===== src/rtl/operand_read_if.sv =====
// Decode-side, execute-side and writeback signals of the operand read stage.
// master = upstream/driver side, slave = the operand_read stage itself.
interface operand_read_if #(
  parameter int AW = 5,
  parameter int DW = 32
);
  logic          in_valid;
  logic          in_ready;
  logic [AW-1:0] in_rs1;
  logic [AW-1:0] in_rs2;
  logic [AW-1:0] in_rd;
  logic [1:0]    in_op;

  logic          out_valid;
  logic          out_ready;
  logic [DW-1:0] out_a;
  logic [DW-1:0] out_b;
  logic [AW-1:0] out_rd;
  logic [1:0]    out_op;

  logic          wb_valid;
  logic [AW-1:0] wb_addr;
  logic [DW-1:0] wb_data;

  modport master (
    output in_valid, in_rs1, in_rs2, in_rd, in_op, out_ready,
           wb_valid, wb_addr, wb_data,
    input  in_ready, out_valid, out_a, out_b, out_rd, out_op
  );

  modport slave (
    input  in_valid, in_rs1, in_rs2, in_rd, in_op, out_ready,
           wb_valid, wb_addr, wb_data,
    output in_ready, out_valid, out_a, out_b, out_rd, out_op
  );
endinterface


===== src/rtl/operand_read.sv =====
// Register-read stage: regfile, busy scoreboard with writeback bypass,
// and a single output register toward execute.
module operand_read #(
  parameter int NREGS = 32,
  parameter int AW    = 5,
  parameter int DW    = 32
) (
  input logic            clk,
  input logic            rst,
  operand_read_if.slave  bus
);

  logic [DW-1:0]    regs [NREGS];
  logic [NREGS-1:0] busy;

  logic          out_valid_q;
  logic [DW-1:0] out_a_q;
  logic [DW-1:0] out_b_q;
  logic [AW-1:0] out_rd_q;
  logic [1:0]    out_op_q;

  logic          wb_en;
  logic          byp_a;
  logic          byp_b;
  logic          wb_hit_rd;
  logic          hazard;
  logic          ready_c;
  logic          accept;
  logic [DW-1:0] rd_a;
  logic [DW-1:0] rd_b;

  // A bypass match implies a nonzero source because wb_en excludes address 0.
  always_comb begin
    wb_en     = bus.wb_valid && (bus.wb_addr != '0);
    byp_a     = wb_en && (bus.wb_addr == bus.in_rs1);
    byp_b     = wb_en && (bus.wb_addr == bus.in_rs2);
    wb_hit_rd = wb_en && (bus.wb_addr == bus.in_rd);

    rd_a = '0;
    if (byp_a)
      rd_a = bus.wb_data;
    else if (bus.in_rs1 != '0)
      rd_a = regs[bus.in_rs1];

    rd_b = '0;
    if (byp_b)
      rd_b = bus.wb_data;
    else if (bus.in_rs2 != '0)
      rd_b = regs[bus.in_rs2];

    hazard = ((bus.in_rs1 != '0) && busy[bus.in_rs1] && !byp_a) ||
             ((bus.in_rs2 != '0) && busy[bus.in_rs2] && !byp_b) ||
             ((bus.in_rd  != '0) && busy[bus.in_rd]  && !wb_hit_rd);

    ready_c = !hazard && (!out_valid_q || bus.out_ready);
    accept  = bus.in_valid && ready_c;
  end

  // The accept's busy set comes after the writeback clear so that set wins.
  always_ff @(posedge clk) begin
    if (rst) begin
      for (int i = 0; i < NREGS; i++)
        regs[i] <= '0;
      busy        <= '0;
      out_valid_q <= 1'b0;
      out_a_q     <= '0;
      out_b_q     <= '0;
      out_rd_q    <= '0;
      out_op_q    <= '0;
    end else begin
      if (wb_en) begin
        regs[bus.wb_addr] <= bus.wb_data;
        busy[bus.wb_addr] <= 1'b0;
      end
      if (accept) begin
        out_valid_q <= 1'b1;
        out_a_q     <= rd_a;
        out_b_q     <= rd_b;
        out_rd_q    <= bus.in_rd;
        out_op_q    <= bus.in_op;
        if (bus.in_rd != '0)
          busy[bus.in_rd] <= 1'b1;
      end else if (out_valid_q && bus.out_ready) begin
        out_valid_q <= 1'b0;
      end
    end
  end

  assign bus.in_ready  = ready_c;
  assign bus.out_valid = out_valid_q;
  assign bus.out_a     = out_a_q;
  assign bus.out_b     = out_b_q;
  assign bus.out_rd    = out_rd_q;
  assign bus.out_op    = out_op_q;

endmodule


===== src/flat_wrapper.sv =====
// flat-port wrapper written by rule: the top's interface ports become plain ports
module operand_read_flat 
#(
  parameter int NREGS = 32,
  parameter int AW    = 5,
  parameter int DW    = 32
)
  (clk, rst, bus_in_valid, bus_in_rs1, bus_in_rs2, bus_in_rd, bus_in_op, bus_out_ready, bus_wb_valid, bus_wb_addr, bus_wb_data, bus_in_ready, bus_out_valid, bus_out_a, bus_out_b, bus_out_rd, bus_out_op);
  operand_read_if #(.AW(AW), .DW(DW)) bus_i ();
  input logic clk;
  input logic rst;
  input wire logic [$bits(bus_i.in_valid)-1:0] bus_in_valid;
  input wire logic [$bits(bus_i.in_rs1)-1:0] bus_in_rs1;
  input wire logic [$bits(bus_i.in_rs2)-1:0] bus_in_rs2;
  input wire logic [$bits(bus_i.in_rd)-1:0] bus_in_rd;
  input wire logic [$bits(bus_i.in_op)-1:0] bus_in_op;
  input wire logic [$bits(bus_i.out_ready)-1:0] bus_out_ready;
  input wire logic [$bits(bus_i.wb_valid)-1:0] bus_wb_valid;
  input wire logic [$bits(bus_i.wb_addr)-1:0] bus_wb_addr;
  input wire logic [$bits(bus_i.wb_data)-1:0] bus_wb_data;
  output wire logic [$bits(bus_i.in_ready)-1:0] bus_in_ready;
  output wire logic [$bits(bus_i.out_valid)-1:0] bus_out_valid;
  output wire logic [$bits(bus_i.out_a)-1:0] bus_out_a;
  output wire logic [$bits(bus_i.out_b)-1:0] bus_out_b;
  output wire logic [$bits(bus_i.out_rd)-1:0] bus_out_rd;
  output wire logic [$bits(bus_i.out_op)-1:0] bus_out_op;
  assign bus_i.in_valid = bus_in_valid;
  assign bus_i.in_rs1 = bus_in_rs1;
  assign bus_i.in_rs2 = bus_in_rs2;
  assign bus_i.in_rd = bus_in_rd;
  assign bus_i.in_op = bus_in_op;
  assign bus_i.out_ready = bus_out_ready;
  assign bus_i.wb_valid = bus_wb_valid;
  assign bus_i.wb_addr = bus_wb_addr;
  assign bus_i.wb_data = bus_wb_data;
  assign bus_in_ready = bus_i.in_ready;
  assign bus_out_valid = bus_i.out_valid;
  assign bus_out_a = bus_i.out_a;
  assign bus_out_b = bus_i.out_b;
  assign bus_out_rd = bus_i.out_rd;
  assign bus_out_op = bus_i.out_op;
  operand_read #(.NREGS(NREGS), .AW(AW), .DW(DW)) u_core (.clk(clk), .rst(rst), .bus(bus_i));
endmodule

===== config.mk =====
export PLATFORM = sky130hd
export DESIGN_NAME = operand_read_flat
export DESIGN_NICKNAME = d
export VERILOG_FILES = /design/src/rtl/operand_read_if.sv /design/src/rtl/operand_read.sv /design/src/flat_wrapper.sv
export SDC_FILE = /design/constraint.sdc
export NUM_CORES = 2
export LEC_CHECK = 0
export ABC_CLOCK_PERIOD_IN_PS = 7800
export CORE_AREA = 10 10 473 475
export CTS_BUF_LIST = sky130_fd_sc_hd__clkbuf_4
export CTS_CLUSTER_DIAMETER = 200
export DETAILED_ROUTE_END_ITERATION = 8
export DIE_AREA = 0 0 483 485
export PLACE_DENSITY_LB_ADDON = 0.3
export SYNTH_ARGS = -nofsm -noshare
export SYNTH_HDL_FRONTEND = slang
export SYNTH_SLANG_ARGS = --single-unit

===== constraint.sdc =====
create_clock -name clk -period 7.8 [get_ports clk]
set_input_delay 1.95 -clock clk [delete_from_list [all_inputs] [get_ports clk]]
set_output_delay 1.95 -clock clk [all_outputs]
set_load 0.02 [all_outputs]

# Yosys cells after proc, flatten, opt, wreduce, memory -nomap -nowiden
# Memories as Yosys holds them, arrays and structs flattened.
# Index checks and enable logic that the tools add are counted.
[totals] register_bits=104 mem_bits_rw=1024 inputBits=59 mem_count=1
[memory_table] name="u_core.regs" words=32 width=32 rd=2 rd_ports_with_merged_regs=0 write_ports=32 line_no="operand_read.sv:13" text="logic [DW-1:0] regs [NREGS];"
[op_classes] order_cmp=6 eq_ne=3 muxes=28 bitwise_logic=3 n_reduce_logical=29
[ops] cell="two-way mux 32 bit" n=9
[ops] cell="AND 32 bit" n=1
[ops] cell="inverter 32 bit" n=1
[ops] cell="OR 32 bit" n=1
[ops] cell="OR reduction 32 bit" n=1
[ops] cell="< comparator 5 x 6 -> 1 bit, second input constant" n=4
[ops] cell="nonzero test 5 bit" n=4
[ops] cell="binary-select mux 1 bit (select 5 bit)" n=3
[ops] cell="== test 5 bit" n=3
[ops] cell="logical AND 1 bit" n=15
[ops] cell="two-way mux 1 bit" n=13
[ops] cell="demux 1 bit (select 5 bit)" n=2
[ops] cell=">= comparator 5 x 1 -> 1 bit, second input constant" n=2
[ops] cell="logical NOT 1 bit" n=5
[ops] cell="two-way mux 5 bit" n=1
[ops] cell="logical OR 1 bit" n=3
[ops] cell="nonzero test 2 bit" n=1

# Depth between registers and ports, before layout
[logic_depth] ltp_word=11 ltp_mapped=12 mapped_depth_nobuf=8

# Worst setup path before layout
# No wires, ideal clock.
[synth_timing] path_type="input to output" start="input port bus_in_rd[1]" end="output port bus_in_ready" arrival_time_ns=4.144 required_time_ns=5.850 path_slack_ns=1.706 path_stages=9 path_cell_list="clkbuf_1 > mux2_2 > a222oi_1 > o21a_1 > a31oi_1 > or4b_4 > inv_2 > buf_6 > buf_2"
[synth_between] elab_chain_cells=7 word_cells_on_any_way=11 cone_classes="1 x eq/ne; 2 x mux; 8 x reduce/logical"
[synth_rtl] element="start, declared" line_no="flat_wrapper.sv:15" text="input wire logic [$bits(bus_i.in_rd)-1:0] bus_in_rd;"
[synth_rtl] element="binary-select mux 1 bit (select 5 bit) or == test 5 bit (tied branches)" line_no="operand_read.sv:53, operand_read.sv:37"
[synth_rtl] element="two-way mux 1 bit (not written as such) or logical AND 1 bit (tied branches)" line_no="operand_read.sv:53, operand_read.sv:37"
[synth_rtl] element="logical AND 1 bit or logical NOT 1 bit (tied branches)" line_no="operand_read.sv:53" text="((bus.in_rd != '0) && busy[bus.in_rd] && !wb_hit_rd);"
[synth_rtl] element="logical AND 1 bit *" line_no="operand_read.sv:53"
[synth_rtl] element="logical OR 1 bit *" line_no="operand_read.sv:52" text="((bus.in_rs2 != '0) && busy[bus.in_rs2] && !byp_b) ||"
[synth_rtl] element="logical NOT 1 bit *" line_no="operand_read.sv:55" text="ready_c = !hazard && (!out_valid_q || bus.out_ready);"
[synth_rtl] element="logical AND 1 bit *" line_no="operand_read.sv:55"
[synth_rtl] element="end, declared" line_no="flat_wrapper.sv:21" text="output wire logic [$bits(bus_i.in_ready)-1:0] bus_in_ready;"
# Mark *: on every way between the ends. The rest lies on a longest branch, timed or not. The select of a mux whose other input is x is not followed.

# Worst setup path in the final report
# Ends and elaborated chain as after synthesis.

==> flow_metrics.env <==
export IMPL_ant_nets=0
export IMPL_fp_row_count=170
export IMPL_core_um2=214000
export IMPL_hold_violations=0
export IMPL_wl_met1_um=94400
export IMPL_cts_buffers=324
export IMPL_start_kind="input port"
export IMPL_min_path_type="flop to flop"
export IMPL_crit_fanout=16
export IMPL_syn_area_per_cell_um2=14.3
export IMPL_synth_top_family_by_area="multiplexers"
export IMPL_cts_hold_buf=0
export IMPL_htree_levels=5
export IMPL_finClkSkew_ns=0.0828
export IMPL_synthSimpleGateAreaFrac=0.134
export IMPL_synth_compound_area_frac=0.0636
export IMPL_via_per_inst=5.47
export IMPL_drc=0
export IMPL_seq_area_frac_synth=0.550
export IMPL_grt_pass1_wl_um=322000
export IMPL_post_drt_wl_per_cell_um=31.5
export IMPL_maxCapViolations=0
export IMPL_die_h_um=485
export IMPL_cp_data_arrival_time_ns=5.10
export IMPL_floorplan_initialDensity=0.279
export IMPL_grt_overflow=0
export IMPL_yosys_warnings=0
export IMPL_worstPathRequired_ns=5.85
export IMPL_grt_max_degree=115
export IMPL_drive_above_1_share=0.285
export IMPL_cts_resized_gates=0
export IMPL_min_period_over_period=0.903
export IMPL_dieArea_um2=234000
export IMPL_crit_type="input port to output port"
export IMPL_clk_pin_slew_ns=0.05
export IMPL_period_minus_slack_ns=7.05
export IMPL_r2r_start="u_core.busy[4]"
export IMPL_power_mw=14.6
export IMPL_rsz0062_at_grt="no"
export IMPL_post_cts_setup_buffers=0
export IMPL_ys_ff_latch=1128
export IMPL_slowest_delay_ns=0.65
export IMPL_endpoint_kind="output port"
export IMPL_synthToLayoutAreaGrowth_pct=14.3
export IMPL_finalInstanceArea_um2=68300
export IMPL_grt_pass1_vias=40834
export IMPL_synth_flop_cell="edfxtp_1"
export IMPL_final_net_count=4410
export IMPL_dp_hpwl_um=131000
export IMPL_fmaxAchievable_ghz=0.142
export IMPL_setup_viol=0
export IMPL_slew_limit_headroom=0.188
export IMPL_ir_worst_vdd_uv=145
export IMPL_portBuffers=131
export IMPL_dieWidth_um=483
export IMPL_cts_sinks=1128
export IMPL_cpMaxStageDelayCell="clkdlybuf4s50_1"
export IMPL_route_met2_wl_um=105000
export IMPL_yosys_area_share_adder=0
export IMPL_detail_route_iter0_violations=5315
export IMPL_status="complete, no violations"
export IMPL_vias=40534
export IMPL_cts_root_buf="clkbuf_4"
export IMPL_p_leak_nw=22.9
export IMPL_antenna_found_initial=30
export IMPL_place_gp_congestion=0.867
export IMPL_crit_path_start="bus_in_rd[1]"
export IMPL_first_pass_iters=6
export IMPL_tightest_slew_ns=1.21
export IMPL_clock_latency_ns=1.32
export IMPL_worst_path_most_repeated_cell="clkdlybuf4s50_1"
export IMPL_slew_violations=0
export IMPL_cts_tree="built"
export IMPL_syn_area_um2=59700
export IMPL_fin_util=0.319
export IMPL_placed_area_um2=64400
export IMPL_synth_xor_area_frac=0.00220
export IMPL_hp_start="u_core.bus.out_op[1]"
export IMPL_worstPathCellList="clkdlybuf4s50_1 > buf_4 > mux4_2 > a222oi_1 > a31oi_1 > or4b_4 > inv_4 > clkdlybuf4s50_1"
export IMPL_route_met3_wl_um=22800
export IMPL_power_per_cell_area_nw_per_um2=213
export IMPL_async_flop_share=0
export IMPL_setup_tns_ns=0
export IMPL_muxShareOfSynthArea=0.217
export IMPL_grt_total_usage=0.191
export IMPL_synth_edf_count=1024
export IMPL_clk_path_buf_depth=4
export IMPL_syn_inst=4179
export IMPL_synth_distinct_cells=59
export IMPL_top_layer_used="met5"
export IMPL_wirelength_um=233000
export IMPL_ios=132
metrics by stage:
stage	std cells	worst slack (ns)	hold WS, ns
after floorplan	4210	1.71	0.450
after global placement	6863	0.767	0.461
final	7405	0.754	0.474
after CTS	7389	0.782	0.477
after detailed placement	6863	0.790	0.467
after global routing	7398	0.582	0.498
per-layer routing:
| metal | track usage | vias up |
|---|---|---|
| met5 | 0 | - |
| met3 | 0.0455 | 512 |
| li1 | - | 16526 |
| met2 | 0.297 | 2413 |
| met4 | 0.0814 | 8 |
| met1 | 0.256 | 21075 |
worst max-delay path, delay by kind of cell:
kind                   cells  cell delay [ns]
AO/OA/AOI/OAI              2             0.50
AND/OR/NAND/NOR            1             0.55
multiplexers               1             0.34
buffers and inverters      4             1.74
cell usage after synthesis (20+ instances only):
| master | number | area, um^2 |
|---|---|---|
| nand2b_1 | 52 | 325 |
| nand3_1 | 45 | 225 |
| nor2_1 | 93 | 349 |
| a21o_1 | 29 | 218 |
| dfxtp_1 | 104 | 2080 |
| clkbuf_1 | 338 | 1270 |
| buf_1 | 30 | 113 |
| buf_2 | 68 | 340 |
| inv_1 | 34 | 128 |
| a22o_1 | 20 | 175 |
| a21oi_1 | 101 | 505 |
| mux4_2 | 514 | 11600 |
| edfxtp_1 | 1024 | 30700 |
| and2_1 | 995 | 6220 |
| o22ai_1 | 53 | 332 |
| mux2_2 | 40 | 450 |
| a22oi_1 | 149 | 1120 |
| nor3b_1 | 20 | 150 |
| nor2b_1 | 21 | 131 |
| a221oi_1 | 42 | 368 |
| o21ai_0 | 52 | 260 |
| mux2i_1 | 92 | 921 |
| nand2_1 | 105 | 394 |
cells in the final DEF (no fill, tap or decap), types with 7 or more instances in the layout:
cell type,synthesis,routed
inv_1,34,34
o32ai_1,16,16
nor3b_1,20,20
clkinv_1,1,33
mux4_2,514,514
nor2_4,0,29
nor2b_1,21,16
nand2b_1,52,50
o22ai_1,53,53
edfxtp_1,1024,1024
a22o_1,20,20
nand2_1,105,105
o21bai_1,15,15
clkbuf_4,0,486
dfxtp_1,104,104
a211oi_1,19,19
nand3_1,45,45
and2_1,995,993
buf_4,8,129
a21oi_2,10,10
xnor2_1,13,13
a221oi_1,42,42
clkdlybuf4s50_1,0,121
a21o_4,0,15
o21ai_0,52,52
a22oi_1,149,149
a311oi_2,10,10
conb_1,1,32
diode_2,0,16
buf_12,0,7
a21o_2,0,14
a21oi_1,101,101
mux2_2,40,40
nor2_1,93,65
mux2i_1,92,92
area by class of cell:
cell class                 instances  area, um^2
inverter                          36         138
multi-input combinational       2597       25500
sequential                      1128       32800
fill                           21253      146000
clock inverter                    40         180
antenna                           16        40.0
timing repair buffer             264        2400
tap                             2838        3550
clock buffer                     486        3650
cells by family (layout without fill, tap and decap cells):
logic type | after synthesis | in the layout
and+or+nand+nor | 1366 | 1366
DFF | 1128 | 1128
muxes | 646 | 646
AOI/OAI and AO/OA | 538 | 538
buffers and inverters | 485 | 826
xor gates and xnor gates | 15 | 15
other | 1 | 48
power by group:
| group | internal, mW | switching, mW |
|---|---|---|
| logic | 0.775 | 1.19 |
| clock network | 2.84 | 2.65 |
| registers | 6.93 | 0.179 |
sequential cells by signal (all words and copies together) (netlist names):
register,cells
u_core.regs,1024
u_core.bus.out_rd,5
u_core.busy,32
u_core.bus.out_op,2
u_core.bus.out_a,32
u_core.bus.out_valid,1
u_core.bus.out_b,32
path summary, 6_finish.rpt:
check / endpoint / slack, ns / depth (start not counted)
min reg2reg: u_core.bus.out_op[1] / 0.47 / 2
max reg2reg: u_core.busy[31] / 3.31 / 10
max: bus_in_ready / 0.75 / 8
min: u_core.bus.out_op[1] / 0.47 / 2
(Power assumes the default switching activity.)
